[src/rtl/ahbl_master_arbiter.sv]
// Two-master AHB-Lite arbiter: round-robin grant at safe IDLE boundaries, independent address/data phase routing.
// Optional build macro AHBL_ARB_FIXED_PRIO_EN gives master 0 fixed priority instead of round-robin.
module ahbl_master_arbiter #(
  parameter int DATA_W      = 32,
  parameter bit PARK_MASTER = 1'b0
) (
  input  logic              HCLK,
  input  logic              HRESETN,
  input  logic [31:0]       M0_HADDR,
  input  logic [1:0]        M0_HTRANS,
  input  logic              M0_HWRITE,
  input  logic [2:0]        M0_HSIZE,
  input  logic [2:0]        M0_HBURST,
  input  logic [3:0]        M0_HPROT,
  input  logic              M0_HMASTLOCK,
  input  logic [DATA_W-1:0] M0_HWDATA,
  input  logic [31:0]       M1_HADDR,
  input  logic [1:0]        M1_HTRANS,
  input  logic              M1_HWRITE,
  input  logic [2:0]        M1_HSIZE,
  input  logic [2:0]        M1_HBURST,
  input  logic [3:0]        M1_HPROT,
  input  logic              M1_HMASTLOCK,
  input  logic [DATA_W-1:0] M1_HWDATA,
  output logic              M0_HREADY,
  output logic              M0_HRESP,
  output logic              M1_HREADY,
  output logic              M1_HRESP,
  output logic [DATA_W-1:0] M_HRDATA,
  output logic [31:0]       HADDR,
  output logic [1:0]        HTRANS,
  output logic              HWRITE,
  output logic [2:0]        HSIZE,
  output logic [2:0]        HBURST,
  output logic [3:0]        HPROT,
  output logic              HMASTLOCK,
  output logic [DATA_W-1:0] HWDATA,
  input  logic [DATA_W-1:0] HRDATA,
  input  logic              HREADY,
  input  logic              HRESP,
  output logic              ADDR_OWNER,
  output logic              DP_OWNER,
  output logic              DP_VALID
);

  localparam logic [1:0] TRANS_IDLE   = 2'b00;
  localparam logic [1:0] TRANS_NONSEQ = 2'b10;

  logic addr_owner;
  logic dp_owner;
  logic dp_valid;
  logic rr_last;

  logic owner_idle;
  logic owner_lock;
  logic req0;
  logic req1;
  logic grant_valid;
  logic next_owner;
  logic switch_en;

  assign req0 = (M0_HTRANS == TRANS_NONSEQ) && (addr_owner == 1'b1);
  assign req1 = (M1_HTRANS == TRANS_NONSEQ) && (addr_owner == 1'b0);

  always_comb begin
    grant_valid = 1'b0;
    next_owner  = addr_owner;
`ifdef AHBL_ARB_FIXED_PRIO_EN
    if (req0) begin
      grant_valid = 1'b1;
      next_owner  = 1'b0;
    end else if (req1) begin
      grant_valid = 1'b1;
      next_owner  = 1'b1;
    end
`else
    if (req0 && req1) begin
      grant_valid = 1'b1;
      next_owner  = ~rr_last;
    end else if (req0) begin
      grant_valid = 1'b1;
      next_owner  = 1'b0;
    end else if (req1) begin
      grant_valid = 1'b1;
      next_owner  = 1'b1;
    end
`endif
  end

  // Ownership moves only between transfers: owner idle, unlocked, and the bus not stalled.
  assign owner_idle = addr_owner ? (M1_HTRANS == TRANS_IDLE) : (M0_HTRANS == TRANS_IDLE);
  assign owner_lock = addr_owner ? M1_HMASTLOCK : M0_HMASTLOCK;
  assign switch_en  = HREADY && owner_idle && !owner_lock && grant_valid;

  always_ff @(posedge HCLK or negedge HRESETN) begin
    if (!HRESETN) begin
      addr_owner <= PARK_MASTER;
      rr_last    <= PARK_MASTER;
    end else if (switch_en) begin
      addr_owner <= next_owner;
      rr_last    <= next_owner;
    end
  end

  // The data phase belongs to whoever owned the address phase at the completing edge.
  always_ff @(posedge HCLK or negedge HRESETN) begin
    if (!HRESETN) begin
      dp_valid <= 1'b0;
      dp_owner <= 1'b0;
    end else if (HREADY) begin
      dp_valid <= HTRANS[1];
      dp_owner <= addr_owner;
    end
  end

  always_comb begin
    HADDR     = M0_HADDR;
    HTRANS    = M0_HTRANS;
    HWRITE    = M0_HWRITE;
    HSIZE     = M0_HSIZE;
    HBURST    = M0_HBURST;
    HPROT     = M0_HPROT;
    HMASTLOCK = M0_HMASTLOCK;
    if (addr_owner) begin
      HADDR     = M1_HADDR;
      HTRANS    = M1_HTRANS;
      HWRITE    = M1_HWRITE;
      HSIZE     = M1_HSIZE;
      HBURST    = M1_HBURST;
      HPROT     = M1_HPROT;
      HMASTLOCK = M1_HMASTLOCK;
    end
  end

  always_comb begin
    if (dp_valid) HWDATA = dp_owner ? M1_HWDATA : M0_HWDATA;
    else          HWDATA = addr_owner ? M1_HWDATA : M0_HWDATA;
  end

  assign M0_HREADY = HREADY && ((addr_owner == 1'b0) || (dp_valid && (dp_owner == 1'b0)));
  assign M1_HREADY = HREADY && ((addr_owner == 1'b1) || (dp_valid && (dp_owner == 1'b1)));
  assign M0_HRESP  = HRESP && dp_valid && (dp_owner == 1'b0);
  assign M1_HRESP  = HRESP && dp_valid && (dp_owner == 1'b1);
  assign M_HRDATA  = HRDATA;

  assign ADDR_OWNER = addr_owner;
  assign DP_OWNER   = dp_owner;
  assign DP_VALID   = dp_valid;

endmodule
[config.mk]
export PLATFORM = sky130hd
export DESIGN_NAME = ahbl_master_arbiter
export DESIGN_NICKNAME = d
export VERILOG_FILES = /design/src/rtl/ahbl_master_arbiter.sv
export SDC_FILE = /design/constraint.sdc
export NUM_CORES = 1
export LEC_CHECK = 0
export ABC_AREA = 0
export CORE_AREA = 4 4 119 121
export CTS_BUF_LIST = sky130_fd_sc_hd__clkbuf_2
export CTS_CLUSTER_DIAMETER = 200
export CTS_CLUSTER_SIZE = 28
export DETAILED_ROUTE_END_ITERATION = 7
export DIE_AREA = 0 0 123 125
export DONT_BUFFER_PORTS = 1
export PLACE_DENSITY = 0.33
export SYNTH_ARGS = -nofsm -noshare
export SYNTH_HDL_FRONTEND = slang
export SYNTH_SLANG_ARGS = --single-unit
[constraint.sdc]
create_clock -name HCLK -period 1.8 [get_ports HCLK]
set_clock_uncertainty 0.05 [all_clocks]
set_input_delay 0.18 -clock HCLK [delete_from_list [all_inputs] [get_ports HCLK]]
set_output_delay 0.18 -clock HCLK [all_outputs]
set_load 0.005 [all_outputs]
==> Word-level counts from Yosys, hierarchy flattened <==
Cells that the tools add are included.
{ "word_totals": {"regBits": 3, "output_inout_bits": 117} }
{ "classes": {"bitwise": 2, "reduce_logical": 20, "n_mux": 17, "eq_ne": 2} }
{ "ops": {"columns": ["operator", "n"], "rows": [
  ["2-to-1 mux 32 bit", 4],
  ["logical AND 1 bit", 13],
  ["2-to-1 mux 1 bit", 9],
  ["2-to-1 mux 3 bit", 2],
  ["equality test 2 bit, second input constant", 2],
  ["logical NOT 2 bit", 2],
  ["2-to-1 mux 4 bit", 1],
  ["nonzero test 3 bit", 1],
  ["logical OR 1 bit", 2],
  ["2-to-1 mux 2 bit", 1],
  ["NOT 1 bit", 2],
  ["AND reduction 2 bit", 1],
  ["logical NOT 1 bit", 1]
]} }

==> Logic depth before layout (Yosys ltp) <==
Gate-level depths: netlist (run 1).
{ "depth": {"ltp_word": 7, "mapped_depth": 4, "mapped_depth_nobuf": 3} }

==> Least setup slack after synthesis (run 1) <==
No wires, ideal clock.
{ "synth_timing": {"path_kind": "flip-flop to output port", "from": "register dp_valid, in the netlist DP_VALID", "to": "output HWDATA[10]", "setup_slack_ns": 0.284, "path_stages_with_launch": 4, "path_buffers": 1, "required_time_ns": 1.570, "arrival_ns": 1.286, "path_cell_list": "dfrtp_1 -> mux2i_4 -> buf_6 -> mux2_4"} }
{ "synth_between": {"elab_chain_cells": 1} }
{ "synth_lines": {"columns": ["item", "line", "source"], "rows": [
  ["start: declaration", "51", "logic dp_valid;"],
  ["start signal: assignment", "111", "dp_valid <= HTRANS[1];"],
  ["2-to-1 mux 32 bit", "136", "if (dp_valid) HWDATA = dp_owner ? M1_HWDATA : M0_HWDATA;"],
  ["end: declaration", "37", "output logic [DATA_W-1:0] HWDATA,"]
]} }
No other way between the ends.

==> Worst setup path in the final report (run 1) <==
{ "layout_timing": {"from": "register dp_valid, in the netlist DP_VALID", "to": "output HWDATA[18]"} }
Same word-level chain as after synthesis.

==> metrics, run 1 <==
CTS tree=yes; Area Overhead vs Synth=8.23%; clk sink count=3; first-pass GRT wire length=6.44 mm; CP Capture Type=primary output; Initial Util=11.4%; yosys warns=0; crit path time final=1.80 ns; total CTS buffers=3; CP Cell Sequence=mux2i_4 > buf_12 > buf_12 > clkbuf_16 > mux2_4; maximum VDD drop=0.115 mV; core area=13100 µm²; M3 GR Usage=3.57%; Max FO, Critical Path=5; die width=123 µm; clock slew at reported path FFs=0.05 ns; final hold vios=0; largest net degree at the start of global routing=54; worst relative slew slack=80.8%; Seq cells post-synth=3; row count=42; DR pass1 iterations=4; max cap viols=0; Remaining Overflow, GRT=0; GRT Util Overall=5.64%; GR peak layer=met2; WP data arrival=1.57 ns; Mean Syn Cell Area=10.7 µm²; fmax=0.554 GHz; Routed WL per cell=18.2 µm; crit path buf inv count=3; Syn Nets=331; ANT nets after route=0; mapped cell area=1490 µm²; # IOs=309; Total Power=0.441 mW; total leakage power=0.655 nW; initial antenna violation count=1; gpl congestion=0.669; Startpoint Class=flop; CTS H-tree depth=1; Die H=125 µm; Yosys cell types=19; Slew @ Worst Pin=0.285 ns; hold_ws=0.0752 ns; proportion of layout cells with a drive suffix above 1=84.2%; Final WS setup=-0.00425 ns; Port Buffer Count=0; pwr/cell area=273 nW/µm²; Most common cell on crit path=buf_12; failing checks=negative setup slack; slowest CP cell=dfrtp_1; via count=1046; vias in the first global route=1099; # setup viols final=5; post-route DRC violation count=0; Layout Cells excl Fill=291; status=finished with violations; Worst EP required=1.57 ns; max-slew violation count=0; Final #Nets=307; CP Class=reg -> out; Seq/Total Area, Yosys=5.04%; vias per cell=3.59; latest clock arrival within the worst-skew pair=0.21 ns; Root Buffer=clkbuf_2; DRT Wirelength=5.30 mm; Top delay family on crit path=multiplexers; pre-CTS WS=0.181 ns; Cells after DPL=279; Hold Path Class=in -> reg; final core occ=12.3%; dpl hpwl=4.79 mm; Mapped Cells=139; die area=15400 µm²; Worst path max stage delay=0.40 ns; final cycle utilization of the critical path=100%; met1 usage=4.81%; RSZ-0062 raised after global routing=true; First DRT Iteration DRCs=11; CTS Buffer Depth=2; grt met2 use=10.7%
[sequential cells by signal (all words and copies together) (netlist names)]
signal and flops:
rr_last 1, DP_VALID 1, DP_OWNER 1
[where the power goes]
part | internal [mW] | switching, mW
Clock | 0.0586 | 0.0388
Sequential | 0.0715 | 0.00459
Combinational | 0.163 | 0.105
Total | 0.293 | 0.148
[layout by cell type, fill, tap and decap left out, drive strengths merged]
| master | synthesis | final |
|---|---|---|
| clkbuf | 0 | 5 |
| a21oi | 2 | 2 |
| dfrtp | 3 | 3 |
| nor2b | 1 | 1 |
| nand2 | 1 | 1 |
| mux2i | 1 | 1 |
| buf | 41 | 9 |
| mux2 | 79 | 79 |
| nand2b | 1 | 1 |
| or2b | 1 | 1 |
| and3 | 1 | 1 |
| nor2 | 2 | 2 |
| a41oi | 1 | 1 |
| o41ai | 1 | 1 |
| o21ai | 1 | 1 |
| a21boi | 1 | 1 |
| dlygate4sd3 | 0 | 2 |
| inv | 2 | 2 |
| diode | 0 | 1 |
[synthesized netlist by cell type, drive strengths merged]
master	instances	share of area (%)
nor2	2	0.50
nand2	1	0.25
or2b	1	0.50
inv	2	0.50
mux2	79	67
o21ai	1	0.34
a21boi	1	0.50
mux2i	1	1.5
a41oi	1	0.59
and3	1	0.50
nor2b	1	0.42
o41ai	1	0.59
dfrtp	3	5.0
a21oi	2	0.67
nand2b	1	0.42
buf	41	20
[logic make-up (layout without fill, tap and decap cells)]
family / Yosys count / after routing / share of synthesized area [%]
mux: 80 / 80 / 68.8
flops: 3 / 3 / 5.04
simple gates: 7 / 7 / 2.60
buf+inv: 43 / 18 / 20.9
other cells: 0 / 1 / 0
compound gates: 6 / 6 / 2.69
[through the flow]
step,TNS [ns],instance area [µm²]
global placement,0,1480
global route,-1.35,1610
finish,-0.0169,1610
detailed placement,0,1480
CTS,-0.499,1600
floorplan,0,1490
[per-layer routing]
metal	part of all wire, %	wire length [µm]
met4	0.87	46
met3	19	1000
met1	29	1530
met5	0	0
met2	51	2720
[worst paths after layout]
path                            startpoint         end  slack [ns]  depth (start not counted)
worst max-delay path              DP_VALID  HWDATA[18]      -0.004                          5
worst max register to register     rr_last    DP_VALID        0.31                          3
max in group asynchronous          HRESETN     rr_last        1.33                          1
min in group asynchronous          HRESETN    DP_OWNER        0.19                          1
worst min-delay path                HREADY    DP_OWNER        0.08                          1
worst min register to register    DP_OWNER    DP_OWNER        0.67                          2
[timing repair]
| action | in CTS | in global routing |
|---|---|---|
| resized for setup | 2 | 0 |
| hold endpoints to repair | 3 | 1 |
| endpoints found under the setup margin | 20 | 30 |
| setup buffers | 4 | 0 |
| hold buffers | 1 | 1 |
| gates cloned | 1 | 1 |
[layout make-up]
class / instances / area [µm²]
fill: 1478 / 11500
multi-input combinational: 93 / 1100
tap: 176 / 220
timing repair buffer: 12 / 183
sequential: 3 / 76.3
clock buffer: 4 / 20.0
inverter: 2 / 7.51
antenna: 1 / 2.50
(Power assumes the default switching activity.)
==> run 2, diff against run 1 <==
- CORE_AREA: 4 4 119 121 -> 5 5 117 119
- DIE_AREA: 0 0 123 125 -> 0 0 122 124
==> metrics, run 2 (synthesized netlist as in run 1, its figures left out) <==
status=finished clean; Max FO, Critical Path=16 (+11); R2R depth=2 (-1); Slew @ Worst Pin=0.378 ns (+0.0927 ns); Area after DPL=1450 µm² (-2.0%); via count=1019 (-2.6%); most frequent cells in the layout=mux2_2 (49), mux2_4 (30), clkbuf_2 (4); die area=15100 µm² (-1.6%); Hold Path Class=in -> reg; # setup viols final=0 (-5); worst relative slew slack=74.8% (-6.0 points); hold_ws=0.0818 ns (+0.00658 ns); hold depth=1 (unchanged); final cycle utilization of the critical path=98.4% (-1.8 points); Worst EP required=1.57 ns (about the same); latest clock arrival within the worst-skew pair=0.20 ns (about the same); gpl congestion=0.617 (-7.8%); R2R Path Start=rr_last; post-route DRC violation count=0 (unchanged); DRT Wirelength=6.16 mm (+16%); Port Buffer Count=0 (unchanged); maximum VDD drop=0.0804 mV (-30%); Routed WL per cell=21.6 µm (+19%); r2r setup slk=0.58 ns (+0.27 ns); GR peak layer=met2; initial antenna violation count=1 (unchanged); die width=122 µm (-0.81%); pwr/cell area=273 nW/µm² (about the same); CTS Buffer Depth=2 (unchanged); R2R Path End=DP_VALID; final hold vios=0 (unchanged); CP Capture Type=primary output; clock slew at reported path FFs=0.04 ns (about the same); largest net degree at the start of global routing=47 (-13%); fmax=0.564 GHz (+1.8%); RSZ-0062 raised after global routing=true; met1 usage=6.54% (+1.7 points); Design Area, Final=1570 µm² (-2.7%); Final #Nets=305 (-0.65%); WHS Endpoint=DP_VALID; dpl hpwl=5.57 mm (+16%); GRT Util Overall=6.64% (+1.0 points); max cap viols=0 (unchanged); most common cell after layout, fill and taps aside=mux2_2; CTS H-tree depth=1 (unchanged); DR pass1 iterations=3 (-1); grt met2 use=11.7% (+0.96 points); proportion of layout cells with a drive suffix above 1=83.9% (-0.28 points); core area=12500 µm² (-4.7%); CP Class=reg -> out; Area Overhead vs Synth=5.29%; first-pass GRT wire length=7.11 mm (+10%); hold_sp=HREADY; crit path time final=1.77 ns (-0.0322 ns); vias per cell=3.58 (-0.53%); Startpoint Class=flop; First DRT Iteration DRCs=12 (+1); Die H=124 µm (-0.80%); total CTS buffers=3 (unchanged); total leakage power=0.639 nW (-2.4%); row count=41 (-2.4%); Initial Util=12.0% (+0.57 points); Root Buffer=clkbuf_2; vias in the first global route=1100 (+0.091%); Remaining Overflow, GRT=0 (unchanged); CTS tree=yes; max-slew violation count=0 (unchanged); # IOs=309 (unchanged); M3 GR Usage=3.00% (-0.57 points); WP data arrival=1.54 ns (-0.03 ns); ANT nets after route=0 (unchanged); clk sink count=3 (unchanged)
## run 2: cell types whose count changed in the layout (fill, tap and decap cells not counted), sizes merged
cell / before / now
buf: 9 / 6
clkbuf: 5 / 6
## run 2: critical path, stage by stage (launching register included)
cell and delay [ns]:
dfrtp_1 0.40, mux2i_4 0.27, buf_12 0.15, clkbuf_16 0.19, mux2_4 0.33
## run 2: worst max path at each step
| stage | startpoint | endpoint | slack (ns) |
|---|---|---|---|
| global route | DP_VALID | HWDATA[21] | -0.02 |
| finish | DP_VALID | HWDATA[21] | 0.03 |
| CTS | DP_VALID | HWDATA[31] | 0.02 |
| floorplan | DP_VALID | HWDATA[10] | 0.28 |
| global placement | DP_VALID | HWDATA[31] | 0.27 |
| detailed placement | DP_VALID | HWDATA[31] | 0.26 |
## run 2: cell type report
| cell class | instances | area, µm² |
|---|---|---|
| tap | 172 | 215 |
| timing repair buffer | 10 | 144 |
| multi-input combinational | 93 | 1100 |
| clock buffer | 4 | 20.0 |
| antenna | 1 | 2.50 |
| sequential | 3 | 76.3 |
| inverter | 2 | 7.51 |
| fill | 1420 | 10900 |
## run 2: timing repair
action	4_1_cts	5_1_grt
hold buffers	1	1
buffers inserted	0	1
gates resized for setup	0	1
hold endpoints to repair	3	1
setup endpoints to repair	0	46
## run 2: report_power, final
part,switching [mW],total (mW),internal [mW]
Combinational,0.101,0.257,0.157
Sequential,0.00464,0.0761,0.0715
Clock,0.0361,0.0948,0.0586
Total,0.141,0.428,0.287
## run 2: through the flow
step | power (mW) | cells | worst slack (ns) | TNS (ns) | util, %
finish | 0.428 | 285 | 0.0280 | 0 | 12.6
global route | 0.459 | 285 | -0.0236 | -0.225 | 12.6
CTS | 0.426 | 280 | 0.0224 | 0 | 11.9
detailed placement | 0.323 | 275 | 0.260 | 0 | 11.7
global placement | 0.324 | 275 | 0.274 | 0 | 11.7
floorplan | 0.345 | 139 | 0.284 | 0 | -
## run 2: per-layer routing
layer | part of all wire (%) | wire [µm] | up-vias
met5 | 0 | 0 | -
met4 | 1.6 | 98 | 0
met1 | 31 | 1910 | 438
met2 | 54 | 3330 | 161
li1 | - | - | 414
met3 | 13 | 813 | 6
==> run 3, diff against run 2 <==
- RECOVER_POWER: not set -> 50
- SETUP_SLACK_MARGIN: not set -> 0.3
==> metrics, run 3 (synthesized netlist as in run 1, its figures left out) <==
gpl congestion=0.734 (+19%); Worst path max stage delay=0.38 ns (-0.02 ns); # IOs=309 (unchanged); WL met2=3.90 mm (+17%); DRT Wirelength=7.39 mm (+20%); Max FO, Critical Path=8 (-8); Comb power frac=65.1% (+5.0 points); RSZ-0062 raised after global routing=true; Cells after DPL=275 (unchanged); CTS H-tree depth=1 (unchanged); dpl hpwl=5.71 mm (+2.5%); most common cell after layout, fill and taps aside=mux2_4; DR pass1 iterations=4 (+1); First DRT Iteration DRCs=14 (+2); Routed WL per cell=24.4 µm (+13%); final hold vios=0 (unchanged); Final #Nets=324 (+6.2%); Port Buffer Count=0 (unchanged); FF+latch area=77.6 µm² (+1.6%); via count=1159 (+14%); status=finished clean; CTS tree=yes; vias per cell=3.83 (+7.0%); final cycle utilization of the critical path=97.8% (-0.68 points); maximum VDD drop=0.0718 mV (-11%); GRT Util Overall=7.37% (+0.74 points); largest net degree at the start of global routing=33 (-30%); ANT cells=0 (-1); max-slew violation count=0 (unchanged); core area=12500 µm² (unchanged); uppermost layer routed=met5; clk sink count=3 (unchanged); row count=41 (unchanged); most frequent cells in the layout=mux2_4 (44), mux2_2 (30), buf_6 (8); # fillers=1373 (-3.3%); CTS Buffer Depth=2 (unchanged); CP Class=reg -> out; met1 wire length=2.25 mm (+18%); CP Capture Type=primary output; CP Cell Sequence=mux2i_4 > buf_12 > buf_6 > mux2_4; Top delay family on crit path=multiplexers; proportion of layout cells with a drive suffix above 1=82.4% (-1.5 points); ANT nets after route=0 (unchanged); first-pass GRT wire length=7.98 mm (+12%); die area=15100 µm² (unchanged); initial antenna violation count=1 (unchanged); Startpoint Class=flop; vias in the first global route=1212 (+10%); P_sw=0.158 mW (+11%); Switching Share=32.2% (-0.79 points); latest clock arrival within the worst-skew pair=0.20 ns (about the same); Root Buffer=clkbuf_2; slowest CP cell=dfrtp_2; Die H=124 µm (unchanged); post-route DRC violation count=0 (unchanged); WP data arrival=1.53 ns (about the same); Reg power frac=15.7% (-2.1 points); Worst EP required=1.57 ns (about the same); Clock power frac=19.3% (-2.8 points); setup TNS=0 ns (unchanged); crit path time final=1.76 ns (-0.0122 ns); # setup viols final=0 (unchanged); die width=122 µm (unchanged); Remaining Overflow, GRT=0 (unchanged); Int Pwr=0.331 mW (+16%); Multi-input gate area=1170 µm² (+6.1%); pwr/cell area=250 nW/µm² (-8.3%); Layout Cells excl Fill=303 (+6.3%); total CTS buffers=3 (unchanged); clock slew at reported path FFs=0.05 ns (about the same); Area Overhead vs Synth=31.1%; fmax=0.568 GHz (+0.69%); Hold Path Class=in -> reg; Slew @ Worst Pin=0.303 ns (-0.0747 ns); total leakage power=0.838 nW (+31%); max cap viols=0 (unchanged); Initial Util=12.0% (unchanged); worst relative slew slack=79.8% (+5.0 points); crit path buf inv count=2 (unchanged); DR WL met3=1.18 mm (+46%)
-- run 3: cell types whose count changed in the layout (fill, tap and decap cells not counted), moves of 5 or more --
cell	before	now
buf_6	1	8
mux2_2	49	30
buf_16	0	5
mux2_1	0	5
mux2_4	30	44
-- run 3: cell type report --
cell class,count,area share (%)
multi-input cells,93,60.0
repair buffers,29,23.6
well taps,172,11.0
flip-flops and latches,3,3.97
clock buffers,4,1.02
inverters,2,0.384
-- run 3: worst paths after layout --
check	startpoint	end	slack, ns	cells after the start
setup / recovery	DP_VALID	HWDATA[14]	0.04	4
hold / removal	HREADY	DP_VALID	0.08	1
setup reg to reg	rr_last	DP_VALID	0.28	4
hold reg to reg	DP_VALID	DP_VALID	0.74	3
max in group asynchronous	HRESETN	rr_last	1.37	1
min in group asynchronous	HRESETN	DP_VALID	0.17	1
-- run 3: power groups by stage --
stage	Combinational, mW	Clock (mW)	Sequential, mW
after detailed placement	0.246	0	0.0778
final	0.318	0.0943	0.0766
after CTS	0.288	0.102	0.0765
after floorplan	0.266	0	0.0790
after global placement	0.248	0	0.0780
after global routing	0.338	0.110	0.0768
-- run 3: repair_timing --
action	in CTS	in global routing
setup endpoints to repair	79	81
gates cloned	5	5
pin swaps	1	2
endpoints found under the hold margin	4	0
hold buffers	2	0
resized for setup	16	31
setup buffers	8	4
-- run 3: layer usage --
metal  track usage [%]  vias to the layer above
met1              6.73                      513
met5                 0                        -
met2              14.1                      184
met3              4.22                        6
met4              1.68                        2
li1                  -                      454
-- run 3: through the flow --
stage / utilization [%] / setup WS (ns) / hold WS, ns / instance area, µm² / power (mW)
finish: 15.7 / 0.0402 / 0.0822 / 1950 / 0.489
global route: 15.7 / -0.00738 / 0.0546 / 1950 / 0.525
CTS: 14.1 / 0.0477 / 0.0649 / 1750 / 0.466
detailed placement: 11.8 / 0.290 / -0.165 / 1470 / 0.324
global placement: 11.8 / 0.296 / -0.165 / 1470 / 0.326
floorplan: - / 0.307 / -0.166 / 1490 / 0.345
